**config.mk**
```make
export PLATFORM = sky130hd
export DESIGN_NAME = wb_arbiter_flat
export DESIGN_NICKNAME = d
export VERILOG_FILES = /design/src/rtl/wb_arbiter_if.sv /design/src/rtl/wb_arbiter.sv /design/src/flat_wrapper.sv
export SDC_FILE = /design/constraint.sdc
export NUM_CORES = 1
export LEC_CHECK = 0
export BUFFER_PORTS_ARGS = -buffer_cell sky130_fd_sc_hd__buf_2
export CORE_MARGIN = 5
export CORE_UTILIZATION = 47
export CTS_CLUSTER_DIAMETER = 80
export DETAILED_ROUTE_END_ITERATION = 16
export PLACE_DENSITY = 0.76
export SLEW_MARGIN = 10
export SYNTH_ARGS = -nofsm -noshare
export SYNTH_HDL_FRONTEND = slang
export SYNTH_SLANG_ARGS = --single-unit
```
**constraint.sdc**
```tcl
create_clock -name clk_i -period 1.6 [get_ports clk_i]
set_clock_uncertainty 0.1 [all_clocks]
set_input_delay 0.16 -clock clk_i [delete_from_list [all_inputs] [get_ports clk_i]]
set_output_delay 0.16 -clock clk_i [all_outputs]
set_load 0.02 [all_outputs]
```
**src/rtl/wb_arbiter_if.sv**
```systemverilog
// Bundle of the two result streams, the register-file write port and the forwarding
// lookup between the execute/load-store units and the writeback arbiter.
interface wb_arbiter_if #(
    parameter int XLEN = 32
) ();
    logic            exu_valid_i;
    logic [4:0]      exu_rd_addr_i;
    logic [XLEN-1:0] exu_rd_data_i;
    logic            exu_ready_o;

    logic            lsu_valid_i;
    logic [4:0]      lsu_rd_addr_i;
    logic [XLEN-1:0] lsu_rd_data_i;
    logic            lsu_ready_o;

    logic            rd_wr_en_o;
    logic [4:0]      rd_wr_addr_o;
    logic [XLEN-1:0] rd_wr_data_o;

    logic [4:0]      fwd_rs_addr_i;
    logic            fwd_hit_o;
    logic [XLEN-1:0] fwd_data_o;

    logic            addr_err_o;

    modport slave (
        input  exu_valid_i, exu_rd_addr_i, exu_rd_data_i,
        input  lsu_valid_i, lsu_rd_addr_i, lsu_rd_data_i,
        input  fwd_rs_addr_i,
        output exu_ready_o, lsu_ready_o,
        output rd_wr_en_o, rd_wr_addr_o, rd_wr_data_o,
        output fwd_hit_o, fwd_data_o, addr_err_o
    );

    modport master (
        output exu_valid_i, exu_rd_addr_i, exu_rd_data_i,
        output lsu_valid_i, lsu_rd_addr_i, lsu_rd_data_i,
        output fwd_rs_addr_i,
        input  exu_ready_o, lsu_ready_o,
        input  rd_wr_en_o, rd_wr_addr_o, rd_wr_data_o,
        input  fwd_hit_o, fwd_data_o, addr_err_o
    );
endinterface

```
**src/rtl/wb_arbiter.sv**
```systemverilog
// Writeback arbiter: merges EXU and LSU results into one registered register-file write
// per cycle, LSU first, with a one-entry skid buffer per source and write forwarding.
module wb_arbiter #(
    parameter int XLEN  = 32,
    parameter int REG_N = 32
) (
    input logic         clk_i,
    input logic         rst_n_i,
    wb_arbiter_if.slave bus
);
    localparam logic [5:0] REG_LIM = 6'(REG_N);

    logic            exu_skid_full, lsu_skid_full;
    logic [4:0]      exu_skid_addr, lsu_skid_addr;
    logic [XLEN-1:0] exu_skid_data, lsu_skid_data;

    logic            exu_live_acc, lsu_live_acc;
    logic            exu_cand, lsu_cand;
    logic [4:0]      exu_cand_addr, lsu_cand_addr;
    logic [XLEN-1:0] exu_cand_data, lsu_cand_data;
    logic            exu_win, lsu_win, win;
    logic [4:0]      win_addr;
    logic [XLEN-1:0] win_data;
    logic            win_wr_en, err_set;

    logic            wr_en_q;
    logic [4:0]      wr_addr_q;
    logic [XLEN-1:0] wr_data_q;
    logic            addr_err_q;
    logic            fwd_hit;

    always_comb begin
        exu_live_acc  = bus.exu_valid_i && !exu_skid_full;
        lsu_live_acc  = bus.lsu_valid_i && !lsu_skid_full;

        // A full skid always shadows the live input, keeping per-source order.
        exu_cand      = exu_skid_full || bus.exu_valid_i;
        exu_cand_addr = exu_skid_full ? exu_skid_addr : bus.exu_rd_addr_i;
        exu_cand_data = exu_skid_full ? exu_skid_data : bus.exu_rd_data_i;
        lsu_cand      = lsu_skid_full || bus.lsu_valid_i;
        lsu_cand_addr = lsu_skid_full ? lsu_skid_addr : bus.lsu_rd_addr_i;
        lsu_cand_data = lsu_skid_full ? lsu_skid_data : bus.lsu_rd_data_i;

        lsu_win   = lsu_cand;
        exu_win   = exu_cand && !lsu_cand;
        win       = lsu_win || exu_win;
        win_addr  = lsu_win ? lsu_cand_addr : exu_cand_addr;
        win_data  = lsu_win ? lsu_cand_data : exu_cand_data;
        win_wr_en = win && (win_addr != 5'd0) && ({1'b0, win_addr} < REG_LIM);

        // Flag illegal destinations at acceptance; skid entries were flagged when they arrived.
        err_set = (lsu_live_acc && ({1'b0, bus.lsu_rd_addr_i} >= REG_LIM)) ||
                  (exu_live_acc && ({1'b0, bus.exu_rd_addr_i} >= REG_LIM));
    end

    always_ff @(posedge clk_i or negedge rst_n_i) begin
        if (!rst_n_i) begin
            exu_skid_full <= 1'b0;
            exu_skid_addr <= 5'd0;
            exu_skid_data <= '0;
        end else if (exu_live_acc && !exu_win) begin
            exu_skid_full <= 1'b1;
            exu_skid_addr <= bus.exu_rd_addr_i;
            exu_skid_data <= bus.exu_rd_data_i;
        end else if (exu_skid_full && exu_win) begin
            exu_skid_full <= 1'b0;
        end
    end

    always_ff @(posedge clk_i or negedge rst_n_i) begin
        if (!rst_n_i) begin
            lsu_skid_full <= 1'b0;
            lsu_skid_addr <= 5'd0;
            lsu_skid_data <= '0;
        end else if (lsu_live_acc && !lsu_win) begin
            lsu_skid_full <= 1'b1;
            lsu_skid_addr <= bus.lsu_rd_addr_i;
            lsu_skid_data <= bus.lsu_rd_data_i;
        end else if (lsu_skid_full && lsu_win) begin
            lsu_skid_full <= 1'b0;
        end
    end

    always_ff @(posedge clk_i or negedge rst_n_i) begin
        if (!rst_n_i) begin
            wr_en_q    <= 1'b0;
            wr_addr_q  <= 5'd0;
            wr_data_q  <= '0;
            addr_err_q <= 1'b0;
        end else begin
            wr_en_q    <= win_wr_en;
            addr_err_q <= addr_err_q || err_set;
            if (win) begin
                wr_addr_q <= win_addr;
                wr_data_q <= win_data;
            end
        end
    end

    assign fwd_hit = wr_en_q && (wr_addr_q == bus.fwd_rs_addr_i) && (bus.fwd_rs_addr_i != 5'd0);

    assign bus.exu_ready_o  = !exu_skid_full;
    assign bus.lsu_ready_o  = !lsu_skid_full;
    assign bus.rd_wr_en_o   = wr_en_q;
    assign bus.rd_wr_addr_o = wr_addr_q;
    assign bus.rd_wr_data_o = wr_data_q;
    assign bus.fwd_hit_o    = fwd_hit;
    assign bus.fwd_data_o   = fwd_hit ? wr_data_q : '0;
    assign bus.addr_err_o   = addr_err_q;
endmodule
```
**src/flat_wrapper.sv**
```systemverilog
// flat-port wrapper written by rule: the top's interface ports become plain ports
module wb_arbiter_flat 
#(
    parameter int XLEN  = 32,
    parameter int REG_N = 32
)
  (clk_i, rst_n_i, bus_exu_valid_i, bus_exu_rd_addr_i, bus_exu_rd_data_i, bus_lsu_valid_i, bus_lsu_rd_addr_i, bus_lsu_rd_data_i, bus_fwd_rs_addr_i, bus_exu_ready_o, bus_lsu_ready_o, bus_rd_wr_en_o, bus_rd_wr_addr_o, bus_rd_wr_data_o, bus_fwd_hit_o, bus_fwd_data_o, bus_addr_err_o);
  wb_arbiter_if #(.XLEN(XLEN)) bus_i ();
  input logic clk_i;
  input logic rst_n_i;
  input wire logic [$bits(bus_i.exu_valid_i)-1:0] bus_exu_valid_i;
  input wire logic [$bits(bus_i.exu_rd_addr_i)-1:0] bus_exu_rd_addr_i;
  input wire logic [$bits(bus_i.exu_rd_data_i)-1:0] bus_exu_rd_data_i;
  input wire logic [$bits(bus_i.lsu_valid_i)-1:0] bus_lsu_valid_i;
  input wire logic [$bits(bus_i.lsu_rd_addr_i)-1:0] bus_lsu_rd_addr_i;
  input wire logic [$bits(bus_i.lsu_rd_data_i)-1:0] bus_lsu_rd_data_i;
  input wire logic [$bits(bus_i.fwd_rs_addr_i)-1:0] bus_fwd_rs_addr_i;
  output wire logic [$bits(bus_i.exu_ready_o)-1:0] bus_exu_ready_o;
  output wire logic [$bits(bus_i.lsu_ready_o)-1:0] bus_lsu_ready_o;
  output wire logic [$bits(bus_i.rd_wr_en_o)-1:0] bus_rd_wr_en_o;
  output wire logic [$bits(bus_i.rd_wr_addr_o)-1:0] bus_rd_wr_addr_o;
  output wire logic [$bits(bus_i.rd_wr_data_o)-1:0] bus_rd_wr_data_o;
  output wire logic [$bits(bus_i.fwd_hit_o)-1:0] bus_fwd_hit_o;
  output wire logic [$bits(bus_i.fwd_data_o)-1:0] bus_fwd_data_o;
  output wire logic [$bits(bus_i.addr_err_o)-1:0] bus_addr_err_o;
  assign bus_i.exu_valid_i = bus_exu_valid_i;
  assign bus_i.exu_rd_addr_i = bus_exu_rd_addr_i;
  assign bus_i.exu_rd_data_i = bus_exu_rd_data_i;
  assign bus_i.lsu_valid_i = bus_lsu_valid_i;
  assign bus_i.lsu_rd_addr_i = bus_lsu_rd_addr_i;
  assign bus_i.lsu_rd_data_i = bus_lsu_rd_data_i;
  assign bus_i.fwd_rs_addr_i = bus_fwd_rs_addr_i;
  assign bus_exu_ready_o = bus_i.exu_ready_o;
  assign bus_lsu_ready_o = bus_i.lsu_ready_o;
  assign bus_rd_wr_en_o = bus_i.rd_wr_en_o;
  assign bus_rd_wr_addr_o = bus_i.rd_wr_addr_o;
  assign bus_rd_wr_data_o = bus_i.rd_wr_data_o;
  assign bus_fwd_hit_o = bus_i.fwd_hit_o;
  assign bus_fwd_data_o = bus_i.fwd_data_o;
  assign bus_addr_err_o = bus_i.addr_err_o;
  wb_arbiter #(.XLEN(XLEN), .REG_N(REG_N)) u_core (.clk_i(clk_i), .rst_n_i(rst_n_i), .bus(bus_i));
endmodule
```
==> reports/results.md, run 1 <==
Run status
• complete, but fails checks — outcome
• setup timing — failing checks

Global route
• 47 — maximum number of pins on one net before global-route repair
• 0 — GRT Residual Overflow
• 0.208 — overall global routing resource usage
• 0 — initial antenna violation count
• 23900 um — global-route wire length before repair
• 4721 — number of global-route vias before repair

Timing
• 1.36 — Final period util
• 0.460 GHz — fmax
• true — setup repair after global routing missed its margin
• 35 — Setup-failing EPs final
• 2170 ps — fin crit period
• 0 — number of pins exceeding their max-slew limit in the final report
• 43.5 ps — hold slack
• 0 — total count of hold-check failures in the final report
• -574 ps — final setup margin

Drt
• 0 — remaining routing DRC violations
• 4 — first-pass iteration count of the detailed router
• 4382 — via count of the routed design
• 0 — residual antenna-violating net count after detailed routing
• 5.16 — post-DR vias/cell
• 198 — violation count after the first detailed-route iteration
• 15500 um — total routed wirelength
• 18.2 um — average wire per cell in the routed design

Critical path
• 1340 ps — required time reported for the critical path endpoint
• register — CP Launch Type
• 1910 ps — data arrival at the endpoint of the critical path
• bus_fwd_data_o[31] — end of the critical path
• -10 ps — worst-case register-to-register setup slack
• u_core.exu_skid_full$_DFFE_PN0P_ — worst flop-to-flop path startpoint
• 18 — highest net fanout along the worst path
• reg2out — Setup CP Type
• 7 — length in cells of the worst reg-to-reg path
• u_core.bus.rd_wr_data_o[12]$_DFFE_PN0P_ — worst flop-to-flop path endpoint
• primary output — Setup crit end kind
• u_core.bus.rd_wr_addr_o[1]$_DFFE_PN0P_ — Critical Path Start

Clock network
• yes — clock tree from TritonCTS
• clkbuf_16 — master cell of the clock root buffer
• 17 — number of buffers created by CTS
• 114 — number of sinks handled by clock tree synthesis
• 390 ps — Clk Latency, worst-skew pair
• 2 — number of buffers between clock root and the deepest sink
• 4 — H-tree depth
• 50 ps — clock-pin slew of the registers on the worst-case setup and hold paths

Yosys
• 0 — count of warnings emitted by yosys
• 11.1 um^2 — mean instance size in the synthesized netlist
• 0 — Post-synth EDFFs
• 0.516 — area share of the leading cell type in the synthesized netlist
• 0.516 — portion of the post-synthesis area used by sequential elements
• 37 — Synth cell types
• 498 — cell count after synthesis
• dfrtp_1 — most used standard cell by instance count after synthesis
• dfrtp_1 — cell accounting for the most synthesized area
• 1.00 — fraction of synthesis flops using an asynchronous set or reset pin
• dfrtp_1, nand2_1, mux2i_1 — leading cell types by count after synthesis
• 114 — synthesis-stage register bit count
• 5530 um^2 — Post-Syn Area
• dfrtp_1 — most frequently used flop master after synthesis
• dfrtp_1, mux2i_1, mux2_4 — cells taking the most area after synthesis

Power and ir drop
• 0.437 — clock share of power
• 0.254 — Net Sw Frac
• 0.191 — combinational share of power
• 4.17 nW — reported leakage power
• 1110 nW/um^2 — power density over cell area
• 2.34 mW — power dissipated by switching net loads
• 6.87 mW — cell-internal power
• 724 uV — Worst VDD drop
• 0.372 — sequential fraction of design power

Worst hold path
• bus_exu_valid_i — source of the worst hold timing path
• in2reg — worst hold-check path type

Die
• 11500 um^2 — placeable core region
• 0.482 — starting density of the core
• 118 um — die height
• 118 um — die width
• 157 — I/O pins
• 39 — number of cell rows
• 14000 um^2 — die area

Place
• 9330 um — DPL Wire Length
• 0.837 — gpl congestion
• -204 ps — Worst Setup Slack post-DPL
• 155 — number of I/O port buffers

Finish
• 777 — final layout net count
• 742 — filler cell count
• 0.468 — fraction of layout cells with a size suffix above 1
• 2430 um^2 — area used by multi-input combinational logic
• 49.6% — Layout Area Growth over Synthesis
• 2860 um^2 — Register Area
• 0 — Diodes inserted

Job
• 0 — number of maximum-capacitance violations

-- timing repair --
action,4_1_cts,5_1_grt
resized for setup,75,95
pin swaps,17,21
hold buffers,38,0
endpoints found under the hold margin,151,0
buffers inserted,17,1
endpoints found under the setup margin,99,108
gates cloned,5,4
-- routing by layer --
metal  track usage  part of all wire  up-vias
met2         0.360              0.52      150
met5             0                 0        -
li1              -                 -     2055
met3        0.0411             0.047       16
met1         0.260              0.42     2161
met4        0.0744             0.017        0
-- power by group through the flow --
stage	registers [mW]	logic, mW	clock network, mW
floorplan	3.51	0.840	0
global placement	3.43	1.36	0
detailed placement	3.45	1.41	0
CTS	3.41	1.64	4.06
global route	3.46	1.89	4.22
finish	3.43	1.76	4.03
-- logic make-up (layout without fill, tap and decap cells) --
kind of cell / after synthesis / in the layout / synth area share
simple gates: 123 / 123 / 0.110
flops: 114 / 114 / 0.516
mux: 106 / 106 / 0.221
compound gates: 76 / 76 / 0.0740
buf+inv: 74 / 282 / 0.0720
xor+xnor: 4 / 4 / 0.00634
other cells: 1 / 2 / 0.000679
-- how the worst min path moves through the flow --
| stage | to | cells past startpoint | slack (ps) |
|---|---|---|---|
| global route | u_core.exu_skid_full$_DFFE_PN0P_ | 3 | 60 |
| finish | u_core.exu_skid_full$_DFFE_PN0P_ | 3 | 40 |
| CTS | u_core.exu_skid_full$_DFFE_PN0P_ | 3 | 30 |
| detailed placement | u_core.exu_skid_addr[4]$_DFFE_PN0P_ | 1 | 20 |
| floorplan | u_core.bus.rd_wr_addr_o[0]$_DFFE_PN0P_ | 0 | -240 |
| global placement | u_core.exu_skid_addr[4]$_DFFE_PN0P_ | 1 | 10 |
-- stage by stage --
step	power [mW]	cell area (um^2)	instances	setup TNS, ps	utilization
finish	9.21	8270	850	-17360	0.721
floorplan	4.35	5640	499	-815	-
global route	9.56	8270	850	-21690	0.721
global placement	4.79	6520	756	-7170	0.568
detailed placement	4.86	6520	756	-7710	0.568
CTS	9.11	8000	847	-18430	0.698
-- layout make-up --
class / count / share of cell area
timing repair buffer: 245 / 0.257
inverter: 5 / 0.00378
clock buffer: 20 / 0.0552
multi-input combinational: 311 / 0.295
tap: 143 / 0.0216
clock inverter: 12 / 0.0219
sequential: 114 / 0.346
-- cells in the final DEF, fill, tap and decap left out, types with 2 or more instances in the layout --
master / count
and2_4: 30
nor2_1: 6
o21ai_2: 3
o211ai_1: 2
a21oi_1: 2
mux2_4: 37
dfrtp_1: 108
buf_2: 120
buf_16: 3
nand2_2: 6
nand2_1: 69
clkbuf_16: 21
clkinv_2: 2
buf_6: 45
o21ai_0: 15
buf_12: 14
clkinv_4: 5
inv_1: 4
clkbuf_8: 2
dfrtp_2: 6
and2_1: 3
o21ai_1: 49
bufinv_16: 4
mux2i_1: 67
xor2_1: 3
a221oi_2: 2
dlygate4sd3_1: 38
buf_8: 2
conb_1: 2
buf_4: 19
-- flip-flops by register name, summed over array words and instances (netlist names) --
signal                   cells
u_core.bus.rd_wr_data_o     32
u_core.exu_skid_data        32
u_core.lsu_skid_data        32
u_core.bus.rd_wr_addr_o      5
u_core.exu_skid_addr         5
u_core.lsu_skid_addr         5
u_core.bus.rd_wr_en_o        1
u_core.exu_skid_full         1
u_core.lsu_skid_full         1
-- critical path, stage by stage, from the launching register on --
cell	delay, ps
dfrtp_2	400
xor2_1	140
nor3_1	220
and4_4	320
buf_12	170
and2_1	150
buf_6	120
No activity file was read; power rests on OpenSTA's default activity.
==> run 2, diff against run 1 <==
Settings changed: ABC_AREA set to 1, CORE_UTILIZATION 47 to 48, CTS_BUF_LIST set to sky130_fd_sc_hd__clkbuf_2, PLACE_DENSITY 0.76 to 0.78.
==> run 2 against run 1 <==
Compared with the run above: worst setup slack got worse by 290 ps; core utilization rose by 11 points; via count grew 33%; power shrank 18%; the flow still finishes with violations (setup timing); sequential power about the same; non-clock buffer count is 52 higher; maximum frequency is 12% lower; critical endpoint is now bus_fwd_data_o[3]; largest cell class unchanged; die area shrank 5.5%.
==> reports/results.md, run 2 <==
Drt
• 518 — violation count after the first detailed-route iteration, +160%
• 0 — remaining routing DRC violations, unchanged
• 7 — first-pass iteration count of the detailed router, +3
• 21.7 um — average wire per cell in the routed design, +20%
• 5848 — via count of the routed design, +33%
• 0 — residual antenna-violating net count after detailed routing, unchanged
• 22100 um — total routed wirelength, +43%
• 5.75 — post-DR vias/cell, +12%

Die
• 0.489 — starting density of the core, +0.00755
• 13300 um^2 — die area, -5.5%
• 115 um — die width, -2.8%
• 115 um — die height, -2.8%
• 10800 um^2 — placeable core region, -5.5%
• 157 — I/O pins, unchanged
• 38 — number of cell rows, -2.6%

Global route
• 5504 — number of global-route vias before repair, +17%
• 4 — initial antenna violation count, +4
• 0.263 — overall global routing resource usage, +0.0544
• 0 — GRT Residual Overflow, unchanged
• 27200 um — global-route wire length before repair, +14%
• 51 — maximum number of pins on one net before global-route repair, +8.5%

Timing
• -862 ps — final setup margin, -288 ps
• 1.54 — Final period util, +0.180
• 2460 ps — fin crit period, +288 ps
• 0 — number of pins exceeding their max-slew limit in the final report, unchanged
• 220 ps — hold slack, +176 ps
• 0.406 GHz — fmax, -12%
• 109 — Setup-failing EPs final, +210%
• 0 — total count of hold-check failures in the final report, unchanged
• true — setup repair after global routing missed its margin

Critical path
• u_core.bus.rd_wr_data_o[20]$_DFFE_PN0P_ — worst flop-to-flop path endpoint
• u_core.bus.rd_wr_addr_o[1]$_DFFE_PN0P_ — Critical Path Start
• primary output — Setup crit end kind
• reg2out — Setup CP Type
• -180 ps — worst-case register-to-register setup slack, -170 ps
• 2200 ps — data arrival at the endpoint of the critical path, +290 ps
• 8 — length in cells of the worst reg-to-reg path, +1
• register — CP Launch Type
• 1340 ps — required time reported for the critical path endpoint, about the same
• bus_fwd_data_o[3] — end of the critical path
• 17 — highest net fanout along the worst path, -1
• u_core.lsu_skid_full$_DFFE_PN0P_ — worst flop-to-flop path startpoint

Finish
• dfrtp_1, buf_2, dlygate4sd3_1 — most frequent cells in the layout
• dfrtp_1 — most common library cell in the layout ignoring fill and taps
• 69.2% — Layout Area Growth over Synthesis
• 943 — final layout net count, +21%
• 539 — filler cell count, -27%
• 0.479 — fraction of layout cells with a size suffix above 1, +0.0106

Place
• 9850 um — DPL Wire Length, +5.6%
• 0.807 — gpl congestion, -3.6%
• 155 — number of I/O port buffers, unchanged

Power and ir drop
• 842 nW/um^2 — power density over cell area, -24%
• 540 uV — Worst VDD drop, -25%
• 7.55 mW — power consumption, -18%
• 4.36 nW — reported leakage power, +4.6%

Yosys
• 0.538 — area share of the leading cell type in the synthesized netlist, +0.0214
• 619 — cell count after synthesis, +24%
• 27 — Synth cell types, -27%
• 114 — synthesis-stage register bit count, unchanged
• dfrtp_1 — most frequently used flop master after synthesis
• dfrtp_1 — cell accounting for the most synthesized area
• 5310 um^2 — Post-Syn Area, -4.0%
• dfrtp_1, nand2_1, a21oi_1 — leading cell types by count after synthesis
• 0 — Post-synth EDFFs, unchanged
• 0 — count of warnings emitted by yosys, unchanged
• 1.00 — fraction of synthesis flops using an asynchronous set or reset pin, unchanged
• dfrtp_1 — most used standard cell by instance count after synthesis
• 8.57 um^2 — mean instance size in the synthesized netlist, -23%
• 0.538 — portion of the post-synthesis area used by sequential elements, +0.0214
• dfrtp_1, nand2_1, a21oi_1 — cells taking the most area after synthesis

Run status
• complete, but fails checks — outcome
• setup timing — failing checks

Clock network
• yes — clock tree from TritonCTS
• 2 — number of buffers between clock root and the deepest sink, unchanged
• 4 — H-tree depth, unchanged
• clkbuf_2 — master cell of the clock root buffer
• 114 — number of sinks handled by clock tree synthesis, unchanged
• 200 ps — clock-pin slew of the registers on the worst-case setup and hold paths, +150 ps
• 630 ps — Clk Latency, worst-skew pair, +240 ps
• 17 — number of buffers created by CTS, unchanged

Worst hold path
• in2reg — worst hold-check path type

Job
• 0 — number of maximum-capacitance violations, unchanged

run 2: worst min path at each step:
stage / slack [ps] / startpoint / to / cells after the start
finish: 220 / bus_exu_rd_data_i[19] / u_core.exu_skid_data[19]$_DFFE_PN0P_ / 4
global route: 190 / bus_lsu_rd_data_i[26] / u_core.bus.rd_wr_data_o[26]$_DFFE_PN0P_ / 4
CTS: 160 / bus_exu_rd_data_i[19] / u_core.exu_skid_data[19]$_DFFE_PN0P_ / 4
detailed placement: 20 / rst_n_i / u_core.lsu_skid_addr[0]$_DFFE_PN0P_ / 1
global placement: 10 / rst_n_i / u_core.lsu_skid_addr[2]$_DFFE_PN0P_ / 1
floorplan: -240 / rst_n_i / u_core.bus.rd_wr_addr_o[0]$_DFFE_PN0P_ / 0
run 2: area by class of cell:
class                   count  area [um^2]  share of cell area
flip-flops and latches    114         2860               0.319
repair buffers            297         2840               0.316
multi-input cells         375         2610               0.291
inverters                  55          239              0.0266
well taps                 140          175              0.0195
clock inverters            13          144              0.0160
clock buffers              19         95.1              0.0106
diodes                      4         10.0             0.00112
run 2: logic make-up (layout without fill, tap and decap cells):
kind of cell | count (synthesis) | count (layout) | share of synthesized area
AND/OR/NAND/NOR | 198 | 198 | 0.169
other | 1 | 6 | 0.000707
AO/OA/AOI/OAI | 174 | 174 | 0.180
buffers and inverters | 131 | 384 | 0.111
XOR/XNOR | 1 | 1 | 0.00165
flip-flops | 114 | 114 | 0.538
run 2: where the power goes:
part | leakage (nW) | switching, mW | internal (mW) | total (mW)
clock | 0.144 | 1.12 | 0.855 | 1.97
combinational | 2.75 | 1.17 | 0.994 | 2.16
sequential | 1.47 | 0.250 | 3.17 | 3.42
total | 4.36 | 2.53 | 5.02 | 7.55
run 2: worst max-delay path: stages, from the launching register on:
cell,delay [ps]
dfrtp_2,420
buf_4,110
buf_6,90
nand2_2,50
a21oi_2,160
nand2_2,120
buf_12,200
nor3b_4,240
buf_6,150
run 2: metrics by stage:
step,instances,setup TNS [ps],worst slack (ps),area (um^2),util
2_1_floorplan,620,-3760,-136,5510,-
6_report,1017,-33210,-862,8970,0.828
4_1_cts,985,-25880,-803,7800,0.720
3_5_place_dp,864,-1950,-87.4,6450,0.595
5_1_grt,1017,-41000,-928,8970,0.828
3_3_place_gp,864,-1870,-97.5,6450,0.595
run 2: routing by layer:
metal	routed length [um]	vias to the layer above	global-route usage	part of all wire
met3	2050	139	0.0689	0.093
met1	7740	2749	0.313	0.35
met2	11000	441	0.444	0.50
met4	1330	0	0.125	0.060
li1	-	2519	-	-
met5	0	-	0	0
run 2: timing repair:
item	CTS	global route
pin swaps	1	27
gates cloned	2	14
gates resized for setup	61	238
hold buffers	79	0
setup buffers	8	15
hold endpoints to repair	190	0
setup endpoints to repair	50	111
==> run 3, diff against run 2 <==
Settings changed: CORE_UTILIZATION 48 to 54, PLACE_DENSITY 0.78 to 0.83.
Clock period 1.6 ns to 2.3 ns, I/O delays scaled along.
==> run 3 against run 2 <==
Compared with the run above: the run still ends with setup timing left; flip-flop and latch count unchanged; critical endpoint is now bus_fwd_data_o[16]; power down 37%; global-route usage up 2.4 points; first-iteration DRC count down 7.7%; die area down 10%; worst setup slack better by 630 ps; clock power down 32%; sequential power down 32%; largest cell class unchanged; critical path depth down 2.
==> reports/results.md, run 3 (synthesis results as in run 2) <==
Power and ir drop
• 330 uV — Worst VDD drop, -39%
• 3.77 nW — reported leakage power, -14%
• 4.75 mW — power consumption, -37%
• 638 nW/um^2 — power density over cell area, -24%

Clock network
• 650 ps — Clk Latency, worst-skew pair, +20 ps
• 2 — number of buffers between clock root and the deepest sink, unchanged
• 17 — number of buffers created by CTS, unchanged
• yes — clock tree from TritonCTS
• 114 — number of sinks handled by clock tree synthesis, unchanged
• clkbuf_2 — master cell of the clock root buffer
• 160 ps — clock-pin slew of the registers on the worst-case setup and hold paths, -40 ps
• 4 — H-tree depth, unchanged

Drt
• 8830 um — DR WL met2, -20%
• 5 — first-pass iteration count of the detailed router, -2
• 1560 um — metal3 WL, -24%
• 0 — residual antenna-violating net count after detailed routing, unchanged
• 478 — violation count after the first detailed-route iteration, -7.7%
• 0 — remaining routing DRC violations, unchanged
• 5.56 — post-DR vias/cell, -3.4%
• 5379 — via count of the routed design, -8.0%
• 6510 um — post-route met1 wirelength, -16%
• 18.4 um — average wire per cell in the routed design, -15%
• met4 — top layer reached by signal wires
• 17800 um — total routed wirelength, -20%

Timing
• 0 — number of pins exceeding their max-slew limit in the final report, unchanged
• 1.10 — Final period util
• true — setup repair after global routing missed its margin
• 628 ps — Worst Tran Pin Value
• 0 — total count of hold-check failures in the final report, unchanged
• 33 — Setup-failing EPs final, -70%
• -235 ps — final setup margin, +627 ps
• 2530 ps — fin crit period
• 0.394 GHz — fmax
• 0.581 — Slew headroom

Place
• 9100 um — DPL Wire Length, -7.7%
• 0.805 — gpl congestion, -0.19%
• 844 — number of cells after detailed placement, -2.3%
• 155 — number of I/O port buffers, unchanged

Die
• 11900 um^2 — die area, -10%
• 157 — I/O pins, unchanged
• 109 um — die width, -5.2%
• 9680 um^2 — placeable core region, -11%
• 36 — number of cell rows, -5.3%
• 0.548 — starting density of the core, +0.0584
• 109 um — die height, -5.2%

Critical path
• register — CP Launch Type
• primary output — Setup crit end kind
• 2200 ps — data arrival at the endpoint of the critical path, about the same
• 1970 ps — required time reported for the critical path endpoint, +630 ps
• 20 — highest net fanout along the worst path, +3
• reg2out — Setup CP Type

Global route
• 0 — GRT Residual Overflow, unchanged
• 1 — initial antenna violation count, -3
• 25800 um — global-route wire length before repair, -5.0%
• 115 — maximum number of pins on one net before global-route repair, +130%
• 0.287 — overall global routing resource usage, +0.0242
• 5318 — number of global-route vias before repair, -3.4%

Finish
• 905 — final layout net count, -4.0%
• 618 — filler cell count, +15%
• 2860 um^2 — Register Area, -0.22%
• buf_2, dfrtp_1, nand2_1 — most frequent cells in the layout
• 968 — post-route non-filler standard cell count, -4.8%
• 0.300 — fraction of layout cells with a size suffix above 1, -0.179
• 40.4% — Layout Area Growth over Synthesis
• buf_2 — most common library cell in the layout ignoring fill and taps
• 2090 um^2 — area used by multi-input combinational logic, -20%

Run status
• setup timing — failing checks
• complete, but fails checks — outcome

Worst hold path
• in2async — worst hold-check path type

Job
• 0 — number of maximum-capacitance violations, unchanged

-- run 3: per-layer routing --
layer,global-route usage,vias up
met5,0,-
met4,0.175,0
met3,0.0610,87
met2,0.471,334
met1,0.346,2539
li1,-,2419
-- run 3: layout make-up --
| class | instances | area share |
|---|---|---|
| inverters | 55 | 0.0289 |
| repair buffers | 256 | 0.253 |
| well taps | 133 | 0.0223 |
| multi-input cells | 378 | 0.281 |
| clock inverters | 13 | 0.0193 |
| diodes | 1 | 0.000336 |
| flip-flops and latches | 114 | 0.383 |
| clock buffers | 18 | 0.0121 |
-- run 3: worst max-delay path, stage by stage (launching register included) --
cell     delay, ps
dfrtp_1        430
or2_1          230
a21oi_2        140
nand2_2        110
buf_12         180
nor3b_1        240
buf_2          210
-- run 3: timing repair --
| item | CTS | global route |
|---|---|---|
| resized for setup | 26 | 45 |
| hold endpoints to repair | 190 | 0 |
| hold buffers | 84 | 0 |
| gates cloned | 2 | 1 |
| setup endpoints to repair | 33 | 37 |
| pin swaps | 4 | 2 |
| setup buffers | 1 | 4 |
-- run 3: final timing paths --
kind | start | end | slack, ps | cells past startpoint
worst max-delay path | u_core.bus.rd_wr_addr_o[1]$_DFFE_PN0P_ | bus_fwd_data_o[16] | -230 | 6
worst min-delay path | rst_n_i | u_core.exu_skid_addr[0]$_DFFE_PN0P_ | 50 | 3
worst max register to register | u_core.lsu_skid_full$_DFFE_PN0P_ | u_core.bus.rd_wr_data_o[28]$_DFFE_PN0P_ | 50 | 7
worst min register to register | u_core.lsu_skid_data[5]$_DFFE_PN0P_ | u_core.lsu_skid_data[5]$_DFFE_PN0P_ | 300 | 0
max in group asynchronous | rst_n_i | u_core.bus.rd_wr_addr_o[4]$_DFFE_PN0P_ | 1510 | 3
min in group clk_i | bus_lsu_rd_data_i[22] | u_core.bus.rd_wr_data_o[22]$_DFFE_PN0P_ | 260 | 4
-- run 3: power by group --
group          internal, mW  total (mW)  switching (mW)
registers              2.20        2.33           0.125
clock network         0.584        1.33           0.748
logic                 0.443        1.09           0.646
total                  3.23        4.75            1.52
-- run 3: metrics by stage --
step	instance area [um^2]	hold slack [ps]	setup WS [ps]	utilization	TNS [ps]
after global routing	7450	90.3	-351	0.769	-9010
after CTS	7230	81.6	-181	0.747	-5100
after floorplan	5310	-166	327	-	0
after detailed placement	6020	263	358	0.622	0
final	7450	48.1	-235	0.769	-5090
after global placement	6020	259	471	0.622	0
